==> config.mk <==
export PLATFORM = sky130hd
export DESIGN_NAME = if_id_stage
export DESIGN_NICKNAME = d
export VERILOG_FILES = /design/src/rtl/if_id_stage.sv
export SDC_FILE = /design/constraint.sdc
export NUM_CORES = 1
export LEC_CHECK = 0
export ABC_CLOCK_PERIOD_IN_PS = 4400
export CELL_PAD_IN_SITES_DETAIL_PLACEMENT = 2
export CELL_PAD_IN_SITES_GLOBAL_PLACEMENT = 2
export CORE_MARGIN = 5
export CORE_UTILIZATION = 21
export DETAILED_ROUTE_END_ITERATION = 7
export PLACE_DENSITY = 0.92
export SLEW_MARGIN = 40
export SYNTH_ARGS = -nofsm -noshare
export SYNTH_HDL_FRONTEND = slang
export SYNTH_SLANG_ARGS = --single-unit
==> constraint.sdc <==
create_clock -name clk_cpu -period 4.4 [get_ports clk_cpu]
set_clock_uncertainty 0.15 [all_clocks]
set_input_delay 0.66 -clock clk_cpu [delete_from_list [all_inputs] [get_ports clk_cpu]]
set_output_delay 0.66 -clock clk_cpu [all_outputs]
set_load 0.005 [all_outputs]
==> src/rtl/if_id_stage.sv <==
// rtl/if_id_stage.sv - IF/ID pipeline register with load-use hazard stall and redirect flush
//
// Registers the fetched instruction/PC for decode, suppresses the warm-up
// fetch at PC 0xFFFF_FFFC, stalls fetch for one cycle on a load-use hazard
// against EX, and drops the wrong-path fetch on an EX redirect.
//
// Optional feature macro: IF_ID_PERF_CNT_EN (stall/flush performance counters).
//
// Ports:
//   clk_cpu      in   core clock, rising edge
//   rst_cpu      in   synchronous active-low reset
//   if_inst      in   fetched instruction word
//   if_pc        in   fetch PC
//   redirect     in   EX taken branch / JAL / JALR
//   ex_mem_read  in   EX instruction is a load
//   ex_rd        in   EX destination register
//   stop         out  fetch stall
//   id_bubble    out  ID/EX loads a NOP this cycle
//   id_inst      out  instruction presented to decode
//   id_pc        out  PC of id_inst
//   id_valid     out  id_inst/id_pc are a real instruction
//   stall_cnt    out  load-use stall cycle count (0 when counters not built)
//   flush_cnt    out  redirect flush count (0 when counters not built)

module if_id_stage #(
    parameter int XLEN = 32
) (
    input  logic            clk_cpu,
    input  logic            rst_cpu,
    input  logic [XLEN-1:0] if_inst,
    input  logic [XLEN-1:0] if_pc,
    input  logic            redirect,
    input  logic            ex_mem_read,
    input  logic [4:0]      ex_rd,
    output logic            stop,
    output logic            id_bubble,
    output logic [XLEN-1:0] id_inst,
    output logic [XLEN-1:0] id_pc,
    output logic            id_valid,
    output logic [31:0]     stall_cnt,
    output logic [31:0]     flush_cnt
);

    localparam logic [XLEN-1:0] NOP_INST  = XLEN'(32'h0000_0013);

    localparam logic [6:0] OP_LUI    = 7'b0110111;
    localparam logic [6:0] OP_AUIPC  = 7'b0010111;
    localparam logic [6:0] OP_JAL    = 7'b1101111;
    localparam logic [6:0] OP_RTYPE  = 7'b0110011;
    localparam logic [6:0] OP_STORE  = 7'b0100011;
    localparam logic [6:0] OP_BRANCH = 7'b1100011;

    // Low only for the first cycle out of reset, when IF still presents the
    // pre-reset PC 0xFFFF_FFFC rather than a real fetch.
    logic       fetch_ok;

    logic [6:0] opcode;
    logic [4:0] rs1;
    logic [4:0] rs2;
    logic       uses_rs1;
    logic       uses_rs2;
    logic       hazard;

    assign opcode = id_inst[6:0];
    assign rs1    = id_inst[19:15];
    assign rs2    = id_inst[24:20];

    // Register-field use is decided on opcode alone; a spurious match on an
    // unused field would only cost an extra stall, never correctness, but the
    // U/J formats are excluded because their immediates overlap rs1.
    always_comb begin
        uses_rs1 = 1'b1;
        uses_rs2 = 1'b0;
        case (opcode)
            OP_LUI, OP_AUIPC, OP_JAL:      uses_rs1 = 1'b0;
            OP_RTYPE, OP_STORE, OP_BRANCH: uses_rs2 = 1'b1;
            default: ;
        endcase
    end

    assign hazard = id_valid & ex_mem_read & (ex_rd != 5'd0) &
                    ((uses_rs1 & (rs1 == ex_rd)) | (uses_rs2 & (rs2 == ex_rd)));

    // A redirect kills the dependent instruction anyway, so IF must be free
    // to load the redirect target instead of stalling.
    assign stop      = hazard & ~redirect;
    assign id_bubble = hazard | redirect;

    always_ff @(posedge clk_cpu) begin
        if (!rst_cpu) begin
            id_inst  <= NOP_INST;
            id_pc    <= '0;
            id_valid <= 1'b0;
            fetch_ok <= 1'b0;
        end else begin
            fetch_ok <= 1'b1;
            if (redirect) begin
                id_inst  <= NOP_INST;
                id_valid <= 1'b0;
            end else if (!stop) begin
                id_inst  <= if_inst;
                id_pc    <= if_pc;
                id_valid <= fetch_ok;
            end
        end
    end

`ifdef IF_ID_PERF_CNT_EN
    logic [31:0] stall_cnt_q;
    logic [31:0] flush_cnt_q;

    always_ff @(posedge clk_cpu) begin
        if (!rst_cpu) begin
            stall_cnt_q <= '0;
            flush_cnt_q <= '0;
        end else begin
            if (stop) begin
                stall_cnt_q <= stall_cnt_q + 32'd1;
            end
            if (redirect) begin
                flush_cnt_q <= flush_cnt_q + 32'd1;
            end
        end
    end

    assign stall_cnt = stall_cnt_q;
    assign flush_cnt = flush_cnt_q;
`else
    assign stall_cnt = 32'd0;
    assign flush_cnt = 32'd0;
`endif

endmodule

==> results by group, run 1 <==
Detailed routing
  – Routed len/inst: 16.8 um
  – Routed Antenna Nets: 0
  – Via density: 4.24
  – DRC viols: 0
  – DR pass1 iterations: 4
  – Total routed wirelength: 11900 um
  – Initial DRC count: 55
  – Via Count: 2997

Pwr
  – Peak supply drop: 158 uV
  – Tot Pwr: 1550 uW
  – Leakage: 0.00200 uW
  – Pwr Density: 322 nW/um^2

Worst setup path
  – CP Max Fanout: 3
  – Required time of the worst setup path: 3.59 ns
  – WS Path Type: input pin to output pin
  – Startpoint types: input pin
  – CP arrival: 2.92 ns
  – Crit path capture type: output pin

CTS
  – Worst-Skew Late Latency: 0.33 ns
  – Total CTS buffers: 9
  – Reg clk slew, reported paths: 0.06 ns
  – Post-CTS Setup Inserts: 0
  – Clock buffer depth: 2
  – # H-tree levels: 3
  – CTS tree: done
  – Cts repair resizes: 0
  – CTS sink cnt: 66
  – CTS root buffer: clkbuf_16
  – Hold buffer count at cts: 0

Synthesis
  – Synth area leaders: dfxtp_1 41%, buf_4 15%, mux2i_1 9.9%
  – Ys async rst share: 0%
  – Synth Area per Inst: 8.38 sq um
  – Synth area leader: dfxtp_1
  – Most instantiated library cell after synthesis: dfxtp_1
  – Synth top area share: 40.9%
  – Ys flop type: dfxtp_1
  – FF+latch count, synth: 66
  – Mapped Area: 3230 sq um
  – Gate Count Post-Synth: 385
  – Yosys warnings: 0
  – Post-synth EDFFs: 0
  – Distinct cells, synth: 30
  – Post-synthesis sequential area ratio: 40.9%
  – Synth top cells by count: 66 x dfxtp_1, 65 x nand2_1, 64 x buf_4, 36 x nand3_1

Layout
  – Final Util: 31.8%
  – Diode count: 0
  – Post-route cell area: 4810 sq um
  – Non-filler instance count after layout: 707
  – Synth-to-layout area growth: 49.1%
  – Nets: 587
  – Layout cells sized above 1: 5.20%

Placement
  – Routability cong.: 0.817
  – Port buffer count: 139
  – Post-DP HPWL: 8960 um
  – Placed cell count: 691
  – Dpl cell area: 4540 sq um

Run status
  – Status: completed

Floorplan
  – Core area: 15100 sq um
  – Die Area: 18000 sq um
  – Starting Density: 21.3%
  – Ports: 204
  – DIE HEIGHT: 134 um
  – Rows: 45
  – Chip width: 134 um

STA
  – Max-slew headroom: 62.2%
  – Setup TNS: 0 ns
  – Final Setup Violations: 0
  – Fin. max-slew vios: 0
  – Fin crit period: 3.73 ns
  – Part of the cycle the worst path needs: 84.7%
  – Final hold violations: 0
  – Worst slew pin tran: 0.567 ns
  – Unrepaired setup endpoints after global routing: false
  – Maximum clock frequency: 268 MHz

Global routing
  – Largest net degree at the start of global routing: 40
  – First-pass GRT wire length: 18600 um
  – GRT Total Usage: 13.2%
  – Initial antenna violation count: 0
  – Vias in the first global route: 3488
  – GRT Residual Overflow: 0

Job
  – Max Cap Viol: 0

Hold path
  – Hold crit path type: flop to flop
-- metrics by stage --
stage / worst slack, ns / hold WS (ns)
final: 0.673 / 0.308
after global routing: 0.547 / 0.327
after CTS: 0.613 / 0.315
after detailed placement: 0.632 / 0.302
after global placement: 0.680 / 0.292
after floorplan: 1.33 / 0.274
-- final timing paths --
| check | slack [ns] | cells after the start | from | endpoint |
|---|---|---|---|---|
| setup / recovery | 0.67 | 7 | ex_rd[4] | id_bubble |
| hold / removal | 0.31 | 2 | id_pc[24] | id_pc[24] |
| setup reg to reg | 2.11 | 6 | id_inst[6] | id_pc[31] |
| hold reg to reg | 0.31 | 2 | id_pc[24] | id_pc[24] |
-- sequential cells by signal (all words and copies together), names as in the netlist --
| register | flops |
|---|---|
| id_inst | 32 |
| id_pc | 32 |
| fetch_ok | 1 |
| id_valid | 1 |
-- cell families (layout without fill, tap and decap cells) --
family                    after synthesis  after routing  share of synthesized area, %
AOI/OAI and AO/OA                      64             64                          10.3
xor gates and xnor gates               10             10                          2.71
buffers and inverters                  92            163                          18.9
DFF                                    66             66                          40.9
muxes                                  32             32                          9.92
other                                   1             64                         0.116
and+or+nand+nor                       120            120                          17.2
-- power by group --
part           internal [uW]  switching, uW
sequential               629           20.1
combinational            137           95.6
clock                    394            271
-- per-layer routing --
layer | track usage [%] | wire (um)
met1 | 12.8 | 4390
met2 | 24.9 | 6280
met3 | 6.15 | 1030
met4 | 3.94 | 188
met5 | 0 | 0
-- cells in the final DEF, fill, tap and decap left out, drive strengths merged, types with 2 or more instances in the layout --
| cell type | n |
|---|---|
| clkdlybuf4s50 | 138 |
| dfxtp | 66 |
| nand2 | 65 |
| conb | 64 |
| nand3 | 36 |
| o21ai | 32 |
| mux2i | 32 |
| a21oi | 30 |
| clkbuf | 11 |
| buf | 8 |
| xor2 | 5 |
| xnor2 | 5 |
| nor2 | 4 |
| clkinv | 3 |
| nor3 | 3 |
| nand4 | 2 |
| clkinvlp | 2 |
| or4 | 2 |
-- worst max-delay path: stages --
cell and delay, ns:
clkdlybuf4s50_1 0.49, or4_4 0.56, o211ai_2 0.18, and4b_1 0.26
nor3_4 0.21, inv_1 0.06, clkdlybuf4s50_1 0.48
-- cell type report --
| cell class | count | area [sq um] |
|---|---|---|
| fillers | 1713 | 10300 |
| multi-input cells | 290 | 1540 |
| clock inverters | 5 | 30.0 |
| clock buffers | 11 | 243 |
| inverters | 1 | 3.75 |
| flip-flops and latches | 66 | 1320 |
| well taps | 188 | 235 |
| repair buffers | 146 | 1440 |
No activity file was read; power rests on OpenSTA's default activity.
==> run 2, diff against run 1 <==
ABC_CLOCK_PERIOD_IN_PS = 3700   (was 4400)
CORE_UTILIZATION = 19   (was 21)
PLACE_DENSITY = 0.85   (was 0.92)
clock period = 3.7 ns   (was 4.4 ns; I/O delays follow)
==> run 2 against run 1 <==
Compared with the run above:
- final cell count up 4.5%
- highest routed layer is now met5
- sequential cell count unchanged
- critical endpoint unchanged
- utilization down 2.4 points
- sequential share of layout area down 0.46 points
- non-clock buffer count unchanged
==> results by group, run 2 (synthesized netlist as in run 1, its figures left out) <==
Run status
  – Status: completed

Detailed routing
  – Via Count: 2981
  – Via density: 4.03
  – DR pass1 iterations: 4
  – Initial DRC count: 52
  – Routed Antenna Nets: 0
  – DRC viols: 0
  – Total routed wirelength: 11900 um
  – Routed len/inst: 16.1 um

Worst setup path
  – Required time of the worst setup path: 2.99 ns
  – Most frequent CP cell: clkdlybuf4s50_1
  – CP delay by family, top: simple AND/OR/NAND/NOR gates
  – End of the critical path: id_bubble
  – Max incr delay on CP: 0.58 ns
  – R2R setup slack: 1.40 ns
  – CP Depth: 7
  – CP Max Fanout: 3
  – WS Path Type: input pin to output pin
  – Cells along the critical path: clkdlybuf4s50_1 > or4_4 > o211ai_2 > and4b_1 > nor3_4 > inv_1 > clkdlybuf4s50_1
  – Crit path from: ex_rd[3]
  – Reg2reg start: id_inst[4]
  – CP arrival: 2.80 ns
  – Worst R2R Path Depth: 6
  – Worst R2R End: id_pc[28]
  – Crit path capture type: output pin
  – WP buf/inv: 3
  – Worst path slowest cell: or4_4
  – Startpoint types: input pin

Placement
  – Pre-CTS setup slack: 0.169 ns
  – Port buffer count: 139
  – Routability cong.: 0.775
  – Placed cell count: 723
  – Post-DP HPWL: 9070 um

STA
  – Worst setup margin: 0.194 ns
  – Fin crit period: 3.51 ns
  – Final Setup Violations: 0
  – Maximum clock frequency: 285 MHz
  – Unrepaired setup endpoints after global routing: false
  – Max-slew headroom: 60.0%
  – Part of the cycle the worst path needs: 94.8%
  – Final hold violations: 0
  – Worst slew pin tran: 0.600 ns
  – Setup TNS: 0 ns
  – Fin. max-slew vios: 0

CTS
  – Total CTS buffers: 9
  – CTS root buffer: clkbuf_16
  – # H-tree levels: 3
  – Post-CTS Setup Inserts: 0
  – Cts repair resizes: 0
  – CTS sink cnt: 66
  – Clock buffer depth: 2
  – Reg clk slew, reported paths: 0.05 ns
  – Hold buffer count at cts: 0
  – Worst-Skew Late Latency: 0.33 ns
  – CTS tree: done

Floorplan
  – Chip width: 140 um
  – Die Area: 19700 sq um
  – Starting Density: 19.4%
  – Rows: 47
  – Ports: 204
  – Core area: 16600 sq um
  – DIE HEIGHT: 140 um

Pwr
  – Peak supply drop: 194 uV
  – Sw Pwr: 464 uW
  – Sequential share of power: 39.6%
  – Leakage: 0.00202 uW
  – Internal power: 1490 uW
  – Sw Ratio: 23.8%
  – Clock power frac: 46.4%
  – Pwr Density: 399 nW/um^2
  – Combinational power share: 14.1%

Layout
  – Nets: 587
  – Regs by FF count: id_inst: 32 flops, id_pc: 32 flops
  – Leading cell type in the layout, fill and taps excluded: clkdlybuf4s50_1
  – Diode count: 0
  – Non-filler instance count after layout: 739
  – Synth-to-layout area growth: 51.6%
  – Layout cells sized above 1: 5.39%
  – Commonest non-fill, non-tap cells in the layout: 138 x clkdlybuf4s50_1, 66 x dfxtp_1, 65 x nand2_1

Global routing
  – Largest net degree at the start of global routing: 65
  – Vias in the first global route: 3419
  – First-pass GRT wire length: 18800 um
  – GRT Residual Overflow: 0
  – Initial antenna violation count: 1
  – GRT Total Usage: 11.9%

Hold path
  – Hold crit path type: input pin to flop

Job
  – Max Cap Viol: 0
==> run 2: per-layer routing <==
metal / GRT usage (%) / wire, um / part of all wire [%]
met1: 13.2 / 4750 / 40
met2: 20.8 / 5870 / 49
met3: 4.74 / 1060 / 8.9
met4: 4.03 / 176 / 1.5
met5: 0 / 7 / 0.059
==> run 2: power groups by stage <==
stage | combinational [uW] | sequential, uW | clock [uW]
after global placement | 268 | 786 | 0
after detailed placement | 276 | 788 | 0
after floorplan | 145 | 786 | 0
final | 274 | 772 | 905
after global routing | 301 | 778 | 975
after CTS | 278 | 773 | 943
==> run 2: worst min-delay path by stage <==
stage / from / to / slack (ns) / depth (start not counted)
2_1_floorplan: fetch_ok / id_valid / 0.27 / 2
3_3_place_gp: id_pc[18] / id_pc[18] / 0.29 / 2
3_5_place_dp: fetch_ok / id_valid / 0.30 / 2
4_1_cts: rst_cpu / fetch_ok / 0.24 / 1
5_1_grt: rst_cpu / fetch_ok / 0.24 / 1
6_report: rst_cpu / fetch_ok / 0.24 / 1
==> run 2: final cells by class <==
| type | count | area [sq um] |
|---|---|---|
| Sequential cell | 66 | 1320 |
| Clock inverter | 4 | 48.8 |
| Inverter | 1 | 3.75 |
| Timing Repair Buffer | 146 | 1440 |
| Tap cell | 220 | 275 |
| Multi-Input combinational cell | 290 | 1540 |
| Clock buffer | 12 | 267 |
| Fill cell | 1909 | 11700 |
==> run 2: metrics by stage <==
stage	hold slack, ns	util [%]	power [uW]	area [sq um]
global route	0.243	29.4	2050	4890
global placement	0.291	27.5	1050	4580
finish	0.240	29.4	1950	4890
floorplan	0.274	-	931	3460
CTS	0.240	29.4	1990	4890
detailed placement	0.300	27.5	1060	4580
==> run 3, diff against run 2 <==
ABC_CLOCK_PERIOD_IN_PS = 4500   (was 3700)
CORE_UTILIZATION = 21   (was 19)
PLACE_DENSITY = 0.92   (was 0.85)
clock period = 4.5 ns   (was 3.7 ns; I/O delays follow)
==> run 3 against run 2 <==
Compared with the run above:
- sequential power fell by 18%
- worst hold slack improved by 0.062 ns
- final cell count fell by 4.3%
- die area fell by 8.9%
- utilization rose by 2.3 points
- total power fell by 23%
- setup slack improved by 0.57 ns
- count of clock-buffer cells in the layout rose by 1
- via count rose by 1.3%
- sequential share of layout area rose by 0.51 points
- wire length rose by 1.3%
- critical path type unchanged
- critical endpoint unchanged
- largest power group unchanged
==> results by group, run 3 (synthesized netlist as in run 1, its figures left out) <==
Run status
  – Status: completed

STA
  – Final hold violations: 0
  – Fin crit period: 3.74 ns
  – Fin. max-slew vios: 0
  – Worst slew pin tran: 0.646 ns
  – Hold_ws: 0.302 ns
  – Maximum clock frequency: 267 MHz
  – Max-slew headroom: 56.9%
  – Unrepaired setup endpoints after global routing: false
  – Final Setup Violations: 0
  – Setup TNS: 0 ns
  – Part of the cycle the worst path needs: 83.1%

Pwr
  – Tot Pwr: 1500 uW
  – Internal power: 1140 uW
  – Leakage: 0.00200 uW
  – Pwr Density: 313 nW/um^2
  – Sequential share of power: 42.2%
  – Clock power frac: 42.6%
  – Sw Pwr: 369 uW
  – Combinational power share: 15.2%
  – Sw Ratio: 24.5%
  – Peak supply drop: 153 uV

Detailed routing
  – Via Count: 3019
  – M1 wire length: 4620 um
  – Total routed wirelength: 12000 um
  – Top layer in use: met4
  – Met3 Routed Length: 1010 um
  – Initial DRC count: 61
  – Routed len/inst: 17.0 um
  – Via density: 4.27
  – DR pass1 iterations: 4
  – Routed Antenna Nets: 0
  – DRC viols: 0
  – Met2 WL: 6210 um

Worst setup path
  – Required time of the worst setup path: 3.67 ns
  – Cells along the critical path: clkdlybuf4s50_1 > or4_4 > o211ai_2 > and4b_1 > nor3_4 > inv_1 > clkdlybuf4s50_1
  – WS Path Type: input pin to output pin
  – Startpoint types: input pin
  – CP delay by family, top: simple AND/OR/NAND/NOR gates
  – Max incr delay on CP: 0.58 ns
  – CP arrival: 2.92 ns
  – WP buf/inv: 3
  – Reg2reg start: id_inst[6]
  – Worst path slowest cell: or4_4
  – CP Max Fanout: 3
  – Crit path capture type: output pin
  – Most frequent CP cell: clkdlybuf4s50_1
  – Crit path from: ex_rd[3]

Placement
  – Placed cell count: 691
  – Post-DP HPWL: 9220 um
  – Routability cong.: 0.813
  – Port buffer count: 139

Layout
  – Nets: 587
  – Non-filler instance count after layout: 707
  – Regs by FF count: id_inst: 32 flops, id_pc: 32 flops
  – Layout cells sized above 1: 4.82%
  – Commonest non-fill, non-tap cells in the layout: 138 x clkdlybuf4s50_1, 66 x dfxtp_1, 65 x nand2_1
  – Leading cell type in the layout, fill and taps excluded: clkdlybuf4s50_1
  – Synth-to-layout area growth: 48.8%
  – Diode count: 0

Floorplan
  – Die Area: 18000 sq um
  – Chip width: 134 um
  – DIE HEIGHT: 134 um
  – Core area: 15100 sq um
  – Ports: 204
  – Rows: 45
  – Starting Density: 21.3%

CTS
  – CTS tree: done
  – Total CTS buffers: 9
  – CTS sink cnt: 66
  – Cts repair resizes: 0
  – Hold buffer count at cts: 0
  – Post-CTS Setup Inserts: 0
  – Clock buffer depth: 2
  – CTS root buffer: clkbuf_16
  – # H-tree levels: 3
  – Worst-Skew Late Latency: 0.33 ns
  – Reg clk slew, reported paths: 0.05 ns

Global routing
  – Largest net degree at the start of global routing: 67
  – Vias in the first global route: 3467
  – GRT Residual Overflow: 0
  – Initial antenna violation count: 0
  – GRT Total Usage: 13.4%
  – First-pass GRT wire length: 19100 um

Hold path
  – Hold crit path type: flop to flop
  – Min-Delay Startpoint: fetch_ok

Job
  – Max Cap Viol: 0
==> run 3: final cells by class <==
cell class | count | area (sq um)
repair buffers | 146 | 1440
clock buffers | 13 | 250
flip-flops and latches | 66 | 1320
clock inverters | 3 | 15.0
inverters | 1 | 3.75
well taps | 188 | 235
multi-input cells | 290 | 1540
fillers | 1711 | 10300
==> run 3: power by group through the flow <==
| stage | combinational [uW] | sequential, uW | clock [uW] |
|---|---|---|---|
| 2_1_floorplan | 119 | 646 | 0 |
| 3_3_place_gp | 220 | 645 | 0 |
| 3_5_place_dp | 229 | 648 | 0 |
| 4_1_cts | 231 | 636 | 671 |
| 5_1_grt | 250 | 639 | 696 |
| 6_report | 229 | 635 | 641 |
==> run 3: through the flow <==
stage | utilization (%) | cell area, sq um | setup slack, ns
finish | 31.7 | 4800 | 0.760
global route | 31.7 | 4800 | 0.620
CTS | 31.7 | 4800 | 0.702
detailed placement | 30.0 | 4540 | 0.706
global placement | 30.0 | 4540 | 0.749
floorplan | - | 3460 | 1.40
==> run 3: worst paths after layout <==
| check | to | slack, ns | cells after the start |
|---|---|---|---|
| max | id_bubble | 0.76 | 7 |
| min | id_valid | 0.30 | 2 |
| max reg2reg | id_pc[18] | 2.20 | 6 |
| min reg2reg | id_valid | 0.30 | 2 |
==> run 3: metal layers <==
layer | vias to the layer above | track usage [%]
met5 | - | 0
li1 | 1426 | -
met2 | 123 | 24.0
met3 | 13 | 4.80
met1 | 1457 | 14.7
met4 | 0 | 4.69
==> run 3: worst min-delay path: stages (launching register included) <==
cell     delay (ns)
dfxtp_1        0.31
nor3_1         0.05
nor2_1         0.07
